==> src/rtl/dsp48a1_mac_pkg.sv <==
// Shared constants and types for the DSP48A1 multiply-accumulate controller.
// Holds the OPMODE encodings, the FSM state encoding, the token layout and the default widths.
package dsp48a1_mac_pkg;

    localparam int DEF_WIDTH_2 = 18;
    localparam int DEF_WIDTH_4 = 48;
    localparam int DEF_CNT_W   = 16;

    // X=M, Z=0 seeds the accumulator; X=M, Z=P accumulates onto it
    localparam logic [7:0] OPMODE_MUL = 8'h01;
    localparam logic [7:0] OPMODE_MAC = 8'h09;

    typedef enum logic [1:0] {
        ST_IDLE,
        ST_ACCUM,
        ST_DRAIN,
        ST_HOLD
    } state_e;

    typedef struct packed {
        logic vld;
        logic first;
        logic last;
    } tok_t;

endpackage

==> src/rtl/dsp48a1_mac_token_pipe.sv <==
// Three-stage token pipe tracking each beat through the slice's A/B, M/OPMODE and P registers.
// Latency: one cycle per stage; no backpressure, bubbles travel as invalid tokens.
module dsp48a1_mac_token_pipe
    import dsp48a1_mac_pkg::*;
(
    input  logic clk_i,
    input  logic rst_ni,
    input  tok_t tok_i,
    output logic s1_vld_o,
    output logic s2_vld_o,
    output logic s2_first_o,
    output logic s3_vld_o,
    output logic s3_last_o
);

    tok_t s1_q;
    tok_t s2_q;
    // The first flag has no consumer once OPMODE has been issued, so stage 3 drops it
    logic s3_vld_q;
    logic s3_last_q;

    always_ff @(posedge clk_i or negedge rst_ni) begin
        if (!rst_ni) begin
            s1_q      <= '0;
            s2_q      <= '0;
            s3_vld_q  <= 1'b0;
            s3_last_q <= 1'b0;
        end else begin
            s1_q      <= tok_i;
            s2_q      <= s1_q;
            s3_vld_q  <= s2_q.vld;
            s3_last_q <= s2_q.last;
        end
    end

    assign s1_vld_o   = s1_q.vld;
    assign s2_vld_o   = s2_q.vld;
    assign s2_first_o = s2_q.first;
    assign s3_vld_o   = s3_vld_q;
    assign s3_last_o  = s3_last_q;

endmodule

==> src/rtl/dsp48a1_mac_ctrl.sv <==
// Frame controller for a DSP48A1 slice computing sum(A*B) mod 2^WIDTH_4 per frame.
// Result valid 4 cycles after the LAST beat; input stalls from LAST until the result is consumed.
module dsp48a1_mac_ctrl
    import dsp48a1_mac_pkg::*;
#(
    parameter int WIDTH_2 = DEF_WIDTH_2,
    parameter int WIDTH_4 = DEF_WIDTH_4,
    parameter int CNT_W   = DEF_CNT_W
) (
    input  logic               CLK,
    input  logic               RST_N,
    input  logic               IN_VALID,
    output logic               IN_READY,
    input  logic [WIDTH_2-1:0] IN_A,
    input  logic [WIDTH_2-1:0] IN_B,
    input  logic               IN_LAST,
    output logic               OUT_VALID,
    input  logic               OUT_READY,
    output logic [WIDTH_4-1:0] OUT_P,
    output logic [CNT_W-1:0]   OUT_CNT,
    output logic [WIDTH_2-1:0] DSP_A,
    output logic [WIDTH_2-1:0] DSP_B,
    output logic [7:0]         DSP_OPMODE,
    output logic               DSP_CEA,
    output logic               DSP_CEB,
    output logic               DSP_CEM,
    output logic               DSP_CEOPMODE,
    output logic               DSP_CEP,
    input  logic [WIDTH_4-1:0] DSP_P
);

    state_e             state_q, state_d;
    logic               rdy_en_q;
    logic               p_ld_q;
    logic [WIDTH_2-1:0] a_q, b_q;
    logic [WIDTH_4-1:0] p_q;
    logic [CNT_W-1:0]   cnt_q, cnt_d;

    logic in_rdy, accept, is_first;
    logic s1_vld, s2_vld, s2_first, s3_vld, s3_last;
    tok_t tok;

    // rdy_en_q keeps IN_READY low until the first edge after reset release
    assign in_rdy   = rdy_en_q && ((state_q == ST_IDLE) || (state_q == ST_ACCUM));
    assign accept   = IN_VALID && in_rdy;
    assign is_first = (state_q == ST_IDLE);
    assign tok      = '{vld: accept, first: is_first, last: IN_LAST};

    dsp48a1_mac_token_pipe u_pipe (
        .clk_i      (CLK),
        .rst_ni     (RST_N),
        .tok_i      (tok),
        .s1_vld_o   (s1_vld),
        .s2_vld_o   (s2_vld),
        .s2_first_o (s2_first),
        .s3_vld_o   (s3_vld),
        .s3_last_o  (s3_last)
    );

    always_comb begin
        state_d   = state_q;
        OUT_VALID = 1'b0;
        case (state_q)
            ST_IDLE: begin
                if (accept) state_d = IN_LAST ? ST_DRAIN : ST_ACCUM;
            end
            ST_ACCUM: begin
                if (accept && IN_LAST) state_d = ST_DRAIN;
            end
            ST_DRAIN: begin
                if (p_ld_q) state_d = ST_HOLD;
            end
            ST_HOLD: begin
                OUT_VALID = 1'b1;
                if (OUT_READY) state_d = ST_IDLE;
            end
            default: state_d = ST_IDLE;
        endcase
    end

    always_comb begin
        cnt_d = cnt_q;
        if (accept) begin
            if (is_first)          cnt_d = CNT_W'(1);
            else if (cnt_q != '1)  cnt_d = cnt_q + CNT_W'(1);
        end
    end

    // P is written at the edge the last token leaves stage 3, so it is captured one edge later
    always_ff @(posedge CLK or negedge RST_N) begin
        if (!RST_N) begin
            state_q  <= ST_IDLE;
            rdy_en_q <= 1'b0;
            p_ld_q   <= 1'b0;
            a_q      <= '0;
            b_q      <= '0;
            p_q      <= '0;
            cnt_q    <= '0;
        end else begin
            state_q  <= state_d;
            rdy_en_q <= 1'b1;
            p_ld_q   <= s3_vld && s3_last;
            cnt_q    <= cnt_d;
            if (accept) begin
                a_q <= IN_A;
                b_q <= IN_B;
            end
            if (p_ld_q) p_q <= DSP_P;
        end
    end

    assign IN_READY     = in_rdy;
    assign OUT_P        = p_q;
    assign OUT_CNT      = cnt_q;
    assign DSP_A        = a_q;
    assign DSP_B        = b_q;
    assign DSP_CEA      = s1_vld;
    assign DSP_CEB      = s1_vld;
    assign DSP_CEM      = s2_vld;
    assign DSP_CEOPMODE = s2_vld;
    assign DSP_CEP      = s3_vld;
    assign DSP_OPMODE   = s2_vld ? (s2_first ? OPMODE_MUL : OPMODE_MAC) : 8'h00;

endmodule
==> config.mk <==
export PLATFORM = sky130hd
export DESIGN_NAME = dsp48a1_mac_ctrl
export DESIGN_NICKNAME = d
export VERILOG_FILES = /design/src/rtl/dsp48a1_mac_pkg.sv /design/src/rtl/dsp48a1_mac_token_pipe.sv /design/src/rtl/dsp48a1_mac_ctrl.sv
export SDC_FILE = /design/constraint.sdc
export NUM_CORES = 1
export LEC_CHECK = 0
export CAP_MARGIN = 5
export CELL_PAD_IN_SITES_DETAIL_PLACEMENT = 0
export CELL_PAD_IN_SITES_GLOBAL_PLACEMENT = 2
export CORE_UTILIZATION = 25
export CTS_CLUSTER_SIZE = 12
export DETAILED_ROUTE_END_ITERATION = 10
export PLACE_DENSITY_LB_ADDON = 0.1
export SYNTH_ARGS = -nofsm -noshare
export SYNTH_HDL_FRONTEND = slang
export SYNTH_HIERARCHICAL = 1
export SYNTH_SLANG_ARGS = --single-unit
==> constraint.sdc <==
create_clock -name CLK -period 2.3 [get_ports CLK]
set_clock_uncertainty 0.05 [all_clocks]
set_input_delay 0.345 -clock CLK [delete_from_list [all_inputs] [get_ports CLK]]
set_output_delay 0.345 -clock CLK [all_outputs]
set_load 0.005 [all_outputs]
== Yosys cells after proc, flatten, opt, wreduce, memory -nomap -nowiden ==
Index checks and enable logic that the tools add are counted.
Widths: inputs -> output; s select.

* Output and inout port bits: 115
* Logic and storage cells: 44
* Register bits: 112

* Multiplexer cells: 11
* Reduce and logical (&&, ||, !) cells: 9
* Add/subtract/negate cells: 1
* Eq/ne operators: 8

{| class="wikitable"
|+ Operators by type and width
! cell !! number
|-
| $mux 16 || 2
|-
| $add 16x1->16 const B || 1
|-
| $ne 16x16->1 const B || 1
|-
| $mux 2 || 5
|-
| $mux 4 || 2
|-
| $pmux 2 s4 || 1
|-
| $ne 2x2->1 const B || 3
|-
| $eq 2x2->1 const B || 2
|-
| $logic_and 1x1->1 || 4
|-
| $reduce_and 4->1 || 1
|-
| $eq 2x1->1 const B || 1
|-
| $logic_not 2->1 || 1
|-
| $ne 2x1->1 const B || 1
|-
| $reduce_and 2->1 || 1
|-
| $reduce_bool 2->1 || 1
|-
| $logic_or 1x1->1 || 1
|-
| $mux 1 || 1
|}

== Depth between registers and ports, before layout ==
Gate-level depths: netlist (run 1).

* Depth in word-level cells: 7
* Gate-level depth with buffers: 10

== Modules after synthesis ==
Netlist (run 1), hierarchy kept.

{| class="wikitable"
|+ By module, submodules not included
! module !! instances !! area an instance (µm²) !! cells each !! sequential area each (µm²)
|-
| dsp48a1_mac_ctrl || 1 || 4364.2 || 402 || 2602.5
|-
| dsp48a1_mac_token_pipe || 1 || 200.2 || 8 || 200.2
|}

== Worst setup path after synthesis (run 1) ==
OpenSTA, ideal clock, no wires.

* Kind: flip-flop to flip-flop
* Start point: register state_q[0]
* End point: register a_q[10] (netlist: DSP_A[10])
* Setup time: 0.065 ns
* Path buffers: 3
* Stages on the path, launching flop included: 11
* Setup slack: 0.395 ns
* Arrival: 1.790 ns
* Path through: dfrtp_1 inv_1 ha_1 nor2_1 or2_2 clkbuf_1 inv_1 buf_2 buf_2 nand2_1 nand2_1

* Cells in the longest elaborated chain, start to end: 4
* Elaborated cells on any way between the ends: 5

{| class="wikitable"
|+ RTL lines
! element !! line !! RTL
|-
| start: declaration || dsp48a1_mac_ctrl.sv:32 || <nowiki>state_e state_q, state_d;</nowiki>
|-
| start signal: assignment || dsp48a1_mac_ctrl.sv:100 || <nowiki>state_q <= state_d;</nowiki>
|-
| $logic_not 2->1 || n/a ||
|-
| via is_first || dsp48a1_mac_ctrl.sv:39 || <nowiki>logic in_rdy, accept, is_first;</nowiki>
|-
| $logic_or 1x1->1 || dsp48a1_mac_ctrl.sv:44 || <nowiki>assign in_rdy = rdy_en_q && ((state_q == ST_IDLE) || (state_q == ST_ACCUM));</nowiki>
|-
| $logic_and 1x1->1 || dsp48a1_mac_ctrl.sv:44 ||
|-
| $logic_and 1x1->1 || dsp48a1_mac_ctrl.sv:45 || <nowiki>assign accept = IN_VALID && in_rdy;</nowiki>
|-
| end signal: assignment || dsp48a1_mac_ctrl.sv:95 || <nowiki>a_q <= '0;</nowiki>
|-
| end signal: assignment || dsp48a1_mac_ctrl.sv:105 || <nowiki>a_q <= IN_A;</nowiki>
|-
| end: declaration || dsp48a1_mac_ctrl.sv:35 || <nowiki>logic [WIDTH_2-1:0] a_q, b_q;</nowiki>
|}

The timed path passes the listed nets, and every way through them passes these cells.
A chain may end at the register's enable or synchronous reset.

== Worst setup path after layout (run 1) ==
* Start point: register state_q[0]
* End point: output port IN_READY

* Cells in the longest elaborated chain, start to end: 3
* Elaborated cells on any way between the ends: 4

{| class="wikitable"
|+ RTL lines
! element !! line !! RTL
|-
| $logic_not 2->1 || n/a ||
|-
| via is_first || dsp48a1_mac_ctrl.sv:39 ||
|-
| $logic_or 1x1->1 || dsp48a1_mac_ctrl.sv:44 ||
|-
| $logic_and 1x1->1 || dsp48a1_mac_ctrl.sv:44 ||
|-
| end: declaration || dsp48a1_mac_ctrl.sv:13 || <nowiki>output logic IN_READY,</nowiki>
|}

The timed path passes the listed nets, and every way through them passes these cells.

==> results of run 1 <==
[where the power goes]
group | internal (uW) | switching, uW | total, uW
Combinational | 2130 | 1200 | 3340
Sequential | 2770 | 471 | 3240
Clock | 857 | 761 | 1620
[area by class of cell]
class	instances	area, um^2
Timing Repair Buffer	208	2090
Inverter	8	30.0
Clock inverter	7	75.1
Tap cell	229	287
Fill cell	1758	10800
Clock buffer	9	225
Sequential cell	112	2800
Multi-Input combinational cell	267	1590
[worst min-delay path by stage]
stage | startpoint | to | slack, ps | cells past startpoint
finish | u_pipe/s2_q[0]$_DFF_PN0_ | u_pipe/s3_last_o$_DFF_PN0_ | 300 | 0
global route | u_pipe/s1_q[0]$_DFF_PN0_ | u_pipe/s2_q[0]$_DFF_PN0_ | 310 | 0
CTS | u_pipe/s1_q[1]$_DFF_PN0_ | u_pipe/s2_first_o$_DFF_PN0_ | 300 | 0
detailed placement | u_pipe/s1_q[1]$_DFF_PN0_ | u_pipe/s2_first_o$_DFF_PN0_ | 290 | 0
global placement | u_pipe/s1_q[0]$_DFF_PN0_ | u_pipe/s2_q[0]$_DFF_PN0_ | 280 | 0
floorplan | RST_N | DSP_A[0]$_DFFE_PN0P_ | -0.6 | 0
[cell usage after synthesis (2+ instances only)]
master | number | area, um^2
a21oi_1 | 11 | 55.1
a31oi_1 | 2 | 12.5
buf_1 | 4 | 15.0
buf_2 | 10 | 50.1
buf_4 | 9 | 67.6
clkbuf_1 | 4 | 15.0
conb_1 | 2 | 7.51
dfrtp_1 | 112 | 2800
ha_1 | 5 | 62.6
inv_1 | 8 | 30.0
mux2_2 | 48 | 541
mux2i_1 | 4 | 40.0
nand2_1 | 122 | 458
nand3_1 | 7 | 35.0
nand4_1 | 6 | 37.5
nor2_1 | 12 | 45.0
nor2_2 | 2 | 12.5
nor2b_1 | 2 | 12.5
nor3_1 | 4 | 20.0
o21ai_0 | 13 | 65.1
o21ai_1 | 5 | 25.0
o31ai_1 | 2 | 15.0
[critical path, cell delays in order (launching register included)]
cell and delay, ps:
dfrtp_1 410, inv_1 110, ha_2 220, nor2_1 70, nor2b_1 110, clkdlybuf4s50_1 520
[metrics by stage]
step	instances	total power (uW)
after floorplan	415	4510
after global placement	823	6640
after detailed placement	823	6690
after CTS	840	8370
after global routing	840	8810
final	840	8200
[sequential cells by signal, summed over array words and instances, names as in the netlist]
name and flops:
OUT_P 48, DSP_A 18, DSP_B 18, OUT_CNT 16, state_q 2, u_pipe/s1_q 2, p_ld_q 1, rdy_en_q 1
u_pipe/s1_vld_o 1, u_pipe/s2_first_o 1, u_pipe/s2_q 1, u_pipe/s2_vld_o 1, u_pipe/s3_last_o 1, u_pipe/s3_vld_o 1
[metal layers]
metal | GRT usage | wire length [um]
met1 | 0.170 | 5700
met2 | 0.221 | 5890
met3 | 0.0285 | 672
met4 | 0.0598 | 195
met5 | 0 | 0
[kinds of logic (layout without fill, tap and decap cells)]
logic type,count (synthesis),in the layout
buf+inv,36,232
compound gates,38,38
other cells,2,7
flops,112,112
simple gates,165,165
fa+ha+maj,5,5
mux,52,52
[timing repair]
action,CTS,global route
endpoints found under the setup margin,0,1
resized for setup,0,1
hold buffers,1,0
hold endpoints to repair,38,0
==> impl_summary.txt, run 1 <==
----------------------------------------------------
[Clocking]
  Clock transition at the registers of the reported paths ... approximately 80 ps
  Post-CTS Setup Bufs ... 0
  Clock root buffer ... clkbuf_16
  Number of buffers added by the clock tree synthesis step ... 9
  Worst-case clock buffer depth ... 2
  CTS tree ... done
  Clock sink count ... 112
  Clock latency at the later pin of the worst-skew pair ... 350 ps
  H-tree Lvls ... 3

[Placement]
  Port Buffer Count ... 197
  Final estimated routing congestion in global placement ... roughly 0.75
  Placement Cell Area ... 6790 um^2
  Detailed Place HPWL ... just under 9 mm
  Worst setup slack after placement ... 238 ps

[Worst setup path]
  Worst Setup EP ... IN_READY
  CP Max Fanout ... 4
  CP Capture Type ... output pin
  Arrival @ worst endpoint ... 1790 ps
  Depth of the worst register-to-register path ... 7
  Worst R2R End ... OUT_CNT[11]$_DFFE_PN0P_
  Crit path launch ... state_q[0]$_DFFE_PN0P_
  Required time of the worst setup path ... between 1500 and 2000 ps
  Setup slack of the worst register-to-register path ... roughly 280 ps
  Sort of element at the start of the critical path ... register
  Startpoint-to-endpoint class of the critical path ... reg -> out
  Reg-to-reg startpoint ... state_q[0]$_DFFE_PN0P_

[Timing]
  Post-route setup slack ... roughly 120 ps
  Final number of max-transition violations ... 0
  Setup TNS after final layout ... 0 ps
  Final count of hold timing violations ... 0
  Least-Margin Pin Slew ... 576 ps
  Min Clock Period, post-route ... 2180 ps
  Final setup violating endpoints ... 0
  Unrepaired setup endpoints after global routing ... false
  Worst-case headroom to the max-slew limit ... 0.616
  Post-route clock period utilization ... 0.949
  Hold slack ... 303 ps
  Maximum achievable frequency ... 458 MHz

[GRT]
  Number of antenna violations at the first check in global routing ... 0
  Global-route total usage across every layer ... 0.135
  Pin count of the biggest net entering global routing ... 44
  First-pass GRT wire length ... 18.9 mm
  Via count of the first global-routing pass ... 3,487
  Grt total ovfl ... 0

[Drt]
  Routed via count divided by cell count ... 4.25
  DR DRC count ... 0
  Via count of the routed design ... 3,572
  Number of nets with antenna violations after routing ... 0
  Violation count after the first detailed-routing iteration ... between 100 and 150
  Average wire length per cell after detail routing ... 14.8 um
  Aggregate routed wire length ... 12.5 mm
  Drt pass-1 iters ... 4

[Floorplan]
  Core outline area ... approximately 18,000 um^2
  Site row count ... 49
  Total I/O pin count ... a little over 200
  Horiz. Die Dim ... roughly 140 um
  Effective utilization at floorplan ... 0.255
  Die height ... around 140 um
  Die Footprint ... ~19,000 um^2

[Synth]
  Post-synthesis compound-gate area fraction ... 0.0474
  Mean post-synth cell area ... 11.1 um^2
  Simple-gate portion of the synthesized area ... 0.155
  Number of warnings issued by yosys ... 6
  Xor/xnor share of the synthesized area ... 0
  Dominant combinational cell family by area after synthesis ... simple AND/OR/NAND/NOR gates
  Multiplexer share of the synthesized area ... 0.127
  Flop and latch count out of synthesis ... between 100 and 150
  Synth Area in Adders ... 0.0137
  Post-synth EDFFs ... 0
  Fraction of the yosys area taken by sequential cells ... 0.614
  Unique masters post-synth ... 38
  Proportion of register bits with asynchronous set or reset after synthesis ... 1.00
  Main synth FF type ... dfrtp_1
  Netlist area before placement ... ~4600 um^2
  Synthesized instance count ... 410

[Hold path]
  Worst min-delay path class ... reg -> reg

[Finish]
  P&R area growth vs syn ... 55.7%
  Most frequent cells in the layout ... 196 x clkdlybuf4s50_1, 122 x nand2_1, 111 x dfrtp_1
  Leading cell type in the layout, fill and taps excluded ... clkdlybuf4s50_1
  Share of post-route cells with drive strength above 1 ... 0.136
  Share of the core filled with cells ... 0.397
  Nets ... 700
  Ant diodes ... 0
  Post-Layout Inst Area ... 7110 um^2

[Power]
  Leakage power of the design ... 0.00313 uW
  VDD IR-drop max ... 0.467 mV
  Pwr/cell area ... 1150 nW/um^2

[Status]
  Status ... complete, no violations

[Flow run]
  Number of max-capacitance violations reported ... 0

----------------------------------------------------
(Power assumes the default switching activity.)
==> run 2, diff against run 1 <==
- CAP_MARGIN: 5 -> 20
- CORE_MARGIN: not set -> 4
==> run 2 against run 1 <==
  * Total power decreased by 0.45%
  * Non-clock buffer count decreased by 2
  * Worst setup slack improved by 180 ps
  * Sequential share of layout area increased by 0.13 points
  * Design area decreased by 0.32%
  * Die area increased by 8.9%
  * Sequential power about the same
  * Critical path depth increased by 2
  * Final cell count decreased by 0.24%
  * Critical path type is now reg -> reg
  * Critical endpoint is now OUT_CNT[15]$_DFFE_PN0P_
  * Highest routed layer unchanged
==> impl_summary.txt, run 2 (same netlist as run 1, synthesis figures left out) <==
----------------------------------------------------
[Status]
  Status ... complete, no violations

[Finish]
  Number of standard cells in the final layout excluding fillers ... 838
  P&R area growth vs syn ... 55.2%
  Area of combinational cells with multiple inputs ... roughly 1600 um^2
  Number of flip-flops in the largest register ... 48
  Fill cell total of the finished layout ... 1,737
  Most frequent cells in the layout ... 195 x clkdlybuf4s50_1, 122 x nand2_1, 111 x dfrtp_1
  Nets ... about 700
  Share of post-route cells with drive strength above 1 ... 0.131
  Ant diodes ... 0
  Leading cell type in the layout, fill and taps excluded ... clkdlybuf4s50_1
  Sequential cell area in the final layout ... approximately 2800 um^2

[Floorplan]
  Total I/O pin count ... 204
  Die height ... approximately 140 um
  Horiz. Die Dim ... 143 um
  Die Footprint ... 20,500 um^2
  Core outline area ... 18,000 um^2
  Site row count ... 49
  Effective utilization at floorplan ... 0.254

[Drt]
  Number of nets with antenna violations after routing ... 0
  DR DRC count ... 0
  Violation count after the first detailed-routing iteration ... 206
  Drt pass-1 iters ... 6
  Routed via count divided by cell count ... 4.26
  Aggregate routed wire length ... 13.4 mm
  Via count of the routed design ... 3,572
  Average wire length per cell after detail routing ... 16.0 um

[Placement]
  Final estimated routing congestion in global placement ... 0.746
  Post-placement cell count ... 821
  Detailed Place HPWL ... 9.72 mm
  Port Buffer Count ... ~200

[Clocking]
  Clock transition at the registers of the reported paths ... 70 ps
  Post-CTS Setup Bufs ... 0
  CTS tree ... done
  Number of buffers added by the clock tree synthesis step ... 9
  Clock sink count ... 112
  Clock root buffer ... clkbuf_16
  Worst-case clock buffer depth ... 2
  Clock latency at the later pin of the worst-skew pair ... about 350 ps
  H-tree Lvls ... 3

[Timing]
  Least-Margin Pin Slew ... 620 ps
  Final number of max-transition violations ... 0
  Post-route clock period utilization ... 0.871
  Maximum achievable frequency ... between 400 and 500 MHz
  Final count of hold timing violations ... 0
  Final setup violating endpoints ... 0
  Worst-case headroom to the max-slew limit ... 0.587
  Unrepaired setup endpoints after global routing ... false
  Min Clock Period, post-route ... 2000 ps
  Setup TNS after final layout ... 0 ps

[Worst setup path]
  CP Max Fanout ... 18
  Setup slack of the worst register-to-register path ... approximately 300 ps
  Startpoint-to-endpoint class of the critical path ... reg -> reg
  Sort of element at the start of the critical path ... register
  Worst R2R End ... OUT_CNT[15]$_DFFE_PN0P_
  Arrival @ worst endpoint ... 2210 ps
  CP Capture Type ... register
  Depth of the worst register-to-register path ... 7
  Reg-to-reg startpoint ... state_q[0]$_DFFE_PN0P_
  Crit path launch ... state_q[0]$_DFFE_PN0P_
  Required time of the worst setup path ... 2510 ps

[Power]
  Proportion of power drawn by the clock network ... 0.191
  Switching power of the nets ... 2450 uW
  Power share of the sequential group ... 0.395
  Combinational fraction of design power ... 0.414
  Leakage power of the design ... 0.00312 uW
  Total power draw ... 8160 uW
  Net Sw Frac ... 0.300
  VDD IR-drop max ... roughly 0.5 mV
  Pwr/cell area ... ~1200 nW/um^2
  Internal power ... 5710 uW

[GRT]
  Global-route total usage across every layer ... 0.131
  Via count of the first global-routing pass ... 3,724
  Number of antenna violations at the first check in global routing ... 0
  Grt total ovfl ... 0
  Pin count of the biggest net entering global routing ... 58
  First-pass GRT wire length ... 20.9 mm

[Flow run]
  Number of max-capacitance violations reported ... 0

[Hold path]
  Hold Crit Start ... u_pipe/s1_q[0]$_DFF_PN0_
  End point of the most critical hold path ... u_pipe/s2_q[0]$_DFF_PN0_
  Hold Path Stages ... 0
  Worst min-delay path class ... reg -> reg

----------------------------------------------------
[run 2: changes by cell type in the layout (fill, tap and decap cells not counted), sizes merged]
cell,change
buf,-2
bufinv,-1
clkbuf,+3
clkdlybuf4s50,-1
clkinv,-3
clkinvlp,+1
dlymetal6s2s,+1
[run 2: repair_timing]
item                                    4_1_cts  5_1_grt
gates resized for setup                       0        2
hold buffers                                  1        0
hold endpoints to repair                     31        0
endpoints found under the setup margin        0        1
[run 2: worst max-delay path: stages (launching register included)]
cell,delay [ps]
dfrtp_1,390
inv_1,90
ha_2,200
nand4b_1,210
or4_4,560
nand2_4,210
o21ai_0,130
o31ai_1,80
[run 2: layout make-up]
type,instances,area share
Sequential cell,112,0.396
Clock inverter,4,0.00477
Multi-Input combinational cell,267,0.225
Clock buffer,12,0.0362
Tap cell,229,0.0404
Inverter,8,0.00424
Timing Repair Buffer,206,0.294
[run 2: metrics by stage]
stage                     instance area (um^2)  hold WS, ps  utilization  setup slack (ps)
after CTS                                 7080          303        0.394              88.7
after detailed placement                  6780          285        0.377               262
after global placement                    6780          277        0.377               278
after floorplan                           4580       -0.591            -               395
after global routing                      7080          305        0.394               160
final                                     7080          300        0.394               297
[run 2: power by group through the flow]
| stage | combinational (uW) | sequential, uW | clock, uW |
|---|---|---|---|
| final | 3380 | 3220 | 1560 |
| after global routing | 3730 | 3350 | 1720 |
| after CTS | 3470 | 3240 | 1630 |
| after detailed placement | 3460 | 3280 | 0 |
| after global placement | 3440 | 3240 | 0 |
| after floorplan | 1220 | 3300 | 0 |
[run 2: how the worst max path moves through the flow]
| stage | endpoint | slack, ps | cells past startpoint |
|---|---|---|---|
| 6_report | OUT_CNT[15]$_DFFE_PN0P_ | 300 | 7 |
| 5_1_grt | OUT_CNT[14]$_DFFE_PN0P_ | 160 | 7 |
| 2_1_floorplan | DSP_A[10]$_DFFE_PN0P_ | 390 | 10 |
| 3_3_place_gp | OUT_CNT[10]$_DFFE_PN0P_ | 280 | 7 |
| 4_1_cts | IN_READY | 90 | 5 |
| 3_5_place_dp | OUT_CNT[9]$_DFFE_PN0P_ | 260 | 7 |
[run 2: metal layers]
metal	part of all wire	vias up	global-route usage	wire length (um)
met5	0	-	0	0
li1	-	1734	-	-
met4	0.017	0	0.0525	231
met2	0.49	110	0.221	6630
met1	0.42	1716	0.164	5680
met3	0.066	12	0.0285	888
==> run 3, diff against run 2 <==
- SETUP_SLACK_MARGIN: not set -> 0.15
==> run 3 against run 2 <==
  * Flip-flop and latch count unchanged
  * Sequential power barely moved
  * Final cell count is the same
  * Clock-buffer cell count unchanged
  * Design area hardly changed
  * Core utilization about the same
  * Routed wire length down 0.10%
  * Combinational power is essentially flat
  * First-iteration DRC count decreased by 3.4%
  * Worst hold slack barely moved
  * Critical path type unchanged
==> impl_summary.txt, run 3 (same netlist as run 1, synthesis figures left out) <==
----------------------------------------------------
[Clocking]
  Worst-case clock buffer depth ... 2
  Clock latency at the later pin of the worst-skew pair ... 350 ps
  Clock sink count ... between 100 and 150
  Clock transition at the registers of the reported paths ... around 70 ps
  Clock root buffer ... clkbuf_16
  H-tree Lvls ... 3
  Number of buffers added by the clock tree synthesis step ... 9
  CTS tree ... done

[Finish]
  Fill cell total of the finished layout ... 1,736
  Ant diodes ... 0
  Post-Layout Inst Area ... 7090 um^2
  Most frequent cells in the layout ... 195 x clkdlybuf4s50_1, 122 x nand2_1, 111 x dfrtp_1
  Number of flip-flops in the largest register ... 48
  P&R area growth vs syn ... 55.3%
  Share of post-route cells with drive strength above 1 ... 0.130
  Nets ... 698
  Leading cell type in the layout, fill and taps excluded ... clkdlybuf4s50_1

[Floorplan]
  Horiz. Die Dim ... between 100 and 150 um
  Die Footprint ... 20,500 um^2
  Site row count ... 49
  Core outline area ... 18,000 um^2
  Total I/O pin count ... 204
  Die height ... 143 um
  Effective utilization at floorplan ... 0.254

[Placement]
  Detailed Place HPWL ... 9.72 mm
  Worst setup slack after placement ... between 200 and 300 ps
  Port Buffer Count ... ~200
  Placement Cell Area ... 6780 um^2
  Final estimated routing congestion in global placement ... 0.746

[GRT]
  Number of antenna violations at the first check in global routing ... 0
  Pin count of the biggest net entering global routing ... 58
  Global-route total usage across every layer ... 0.131
  First-pass GRT wire length ... 20.9 mm
  Grt total ovfl ... 0
  Via count of the first global-routing pass ... 3,724

[Drt]
  Via count of the routed design ... 3,569
  Average wire length per cell after detail routing ... 16.0 um
  Aggregate routed wire length ... 13.4 mm
  DR DRC count ... 0
  Number of nets with antenna violations after routing ... 0
  Routed via count divided by cell count ... 4.26
  Violation count after the first detailed-routing iteration ... 199
  Drt pass-1 iters ... 4

[Power]
  Pwr/cell area ... 1150 nW/um^2
  Total power draw ... a little over 8000 uW
  Leakage power of the design ... approximately 0.0031 uW
  VDD IR-drop max ... 0.509 mV

[Worst setup path]
  CP Capture Type ... register
  Sort of element at the start of the critical path ... register
  Critical Path, Cell by Cell ... inv_1, ha_1, nand4b_1, or4_4, nand2_8, o21ai_0, o31ai_1
  Required time of the worst setup path ... 2510 ps
  Startpoint-to-endpoint class of the critical path ... reg -> reg
  Slowest library cell on the worst path ... or4_4
  CP Max Fanout ... 18
  Critical path buffer and inverter count ... 1
  Largest delay contributor family on the critical path ... simple AND/OR/NAND/NOR gates
  Worst path max stage delay ... between 500 and 600 ps
  Arrival @ worst endpoint ... 2200 ps

[Timing]
  Min Clock Period, post-route ... 1990 ps
  Final setup violating endpoints ... 0
  Unrepaired setup endpoints after global routing ... false
  Least-Margin Pin Slew ... around 620 ps
  Final number of max-transition violations ... 0
  Final count of hold timing violations ... 0
  Post-route clock period utilization ... 0.867
  Post-route setup slack ... 307 ps
  Maximum achievable frequency ... 502 MHz
  Worst-case headroom to the max-slew limit ... 0.587
  Setup TNS after final layout ... 0 ps

[Hold path]
  Worst min-delay path class ... reg -> reg

[Status]
  Status ... complete, no violations

[Flow run]
  Number of max-capacitance violations reported ... 0

----------------------------------------------------
run 3: area by class of cell:
class                      count  area [um^2]  area share
timing repair buffer         206         2080       0.293
inverter                       8         30.0     0.00424
multi-input combinational    267         1600       0.226
clock buffer                  12          256      0.0362
tap                          229          287      0.0404
clock inverter                 4         33.8     0.00477
sequential                   112         2800       0.396
run 3: metal layers:
metal	wire, um	track usage	part of all wire
met2	6630	0.221	0.49
met3	905	0.0285	0.067
met5	0	0	0
met4	231	0.0525	0.017
met1	5650	0.164	0.42
run 3: where the power goes:
part,total [uW],internal (uW),leakage [uW],switching [uW]
Clock,1560,809,0.000140,748
Combinational,3380,2120,0.00160,1250
Sequential,3220,2770,0.00138,452
Total,8160,5710,0.00312,2450
run 3: path summary, 6_finish.rpt:
kind / start / to / slack [ps] / cells past startpoint
setup / recovery: state_q[0]$_DFFE_PN0P_ / OUT_CNT[15]$_DFFE_PN0P_ / 310 / 7
hold / removal: u_pipe/s1_q[0]$_DFF_PN0_ / u_pipe/s2_q[0]$_DFF_PN0_ / 300 / 0
setup reg to reg: state_q[0]$_DFFE_PN0P_ / OUT_CNT[15]$_DFFE_PN0P_ / 310 / 7
hold reg to reg: u_pipe/s1_q[0]$_DFF_PN0_ / u_pipe/s2_q[0]$_DFF_PN0_ / 300 / 0
max in group asynchronous: RST_N / OUT_P[18]$_DFFE_PN0P_ / 1050 / 3
min in group asynchronous: RST_N / OUT_P[29]$_DFFE_PN0P_ / 420 / 2
run 3: timing repair:
| item | CTS | global route |
|---|---|---|
| hold buffers | 1 | 0 |
| endpoints found under the hold margin | 31 | 0 |
| setup endpoints to repair | 1 | 11 |
| gates resized for setup | 1 | 1 |
| setup buffers | 0 | 0 |
run 3: metrics by stage:
step	cells	hold WS, ps	utilization
2_1_floorplan	415	-0.591	-
3_3_place_gp	821	277	0.377
3_5_place_dp	821	285	0.377
4_1_cts	838	303	0.394
5_1_grt	838	305	0.395
6_report	838	300	0.395
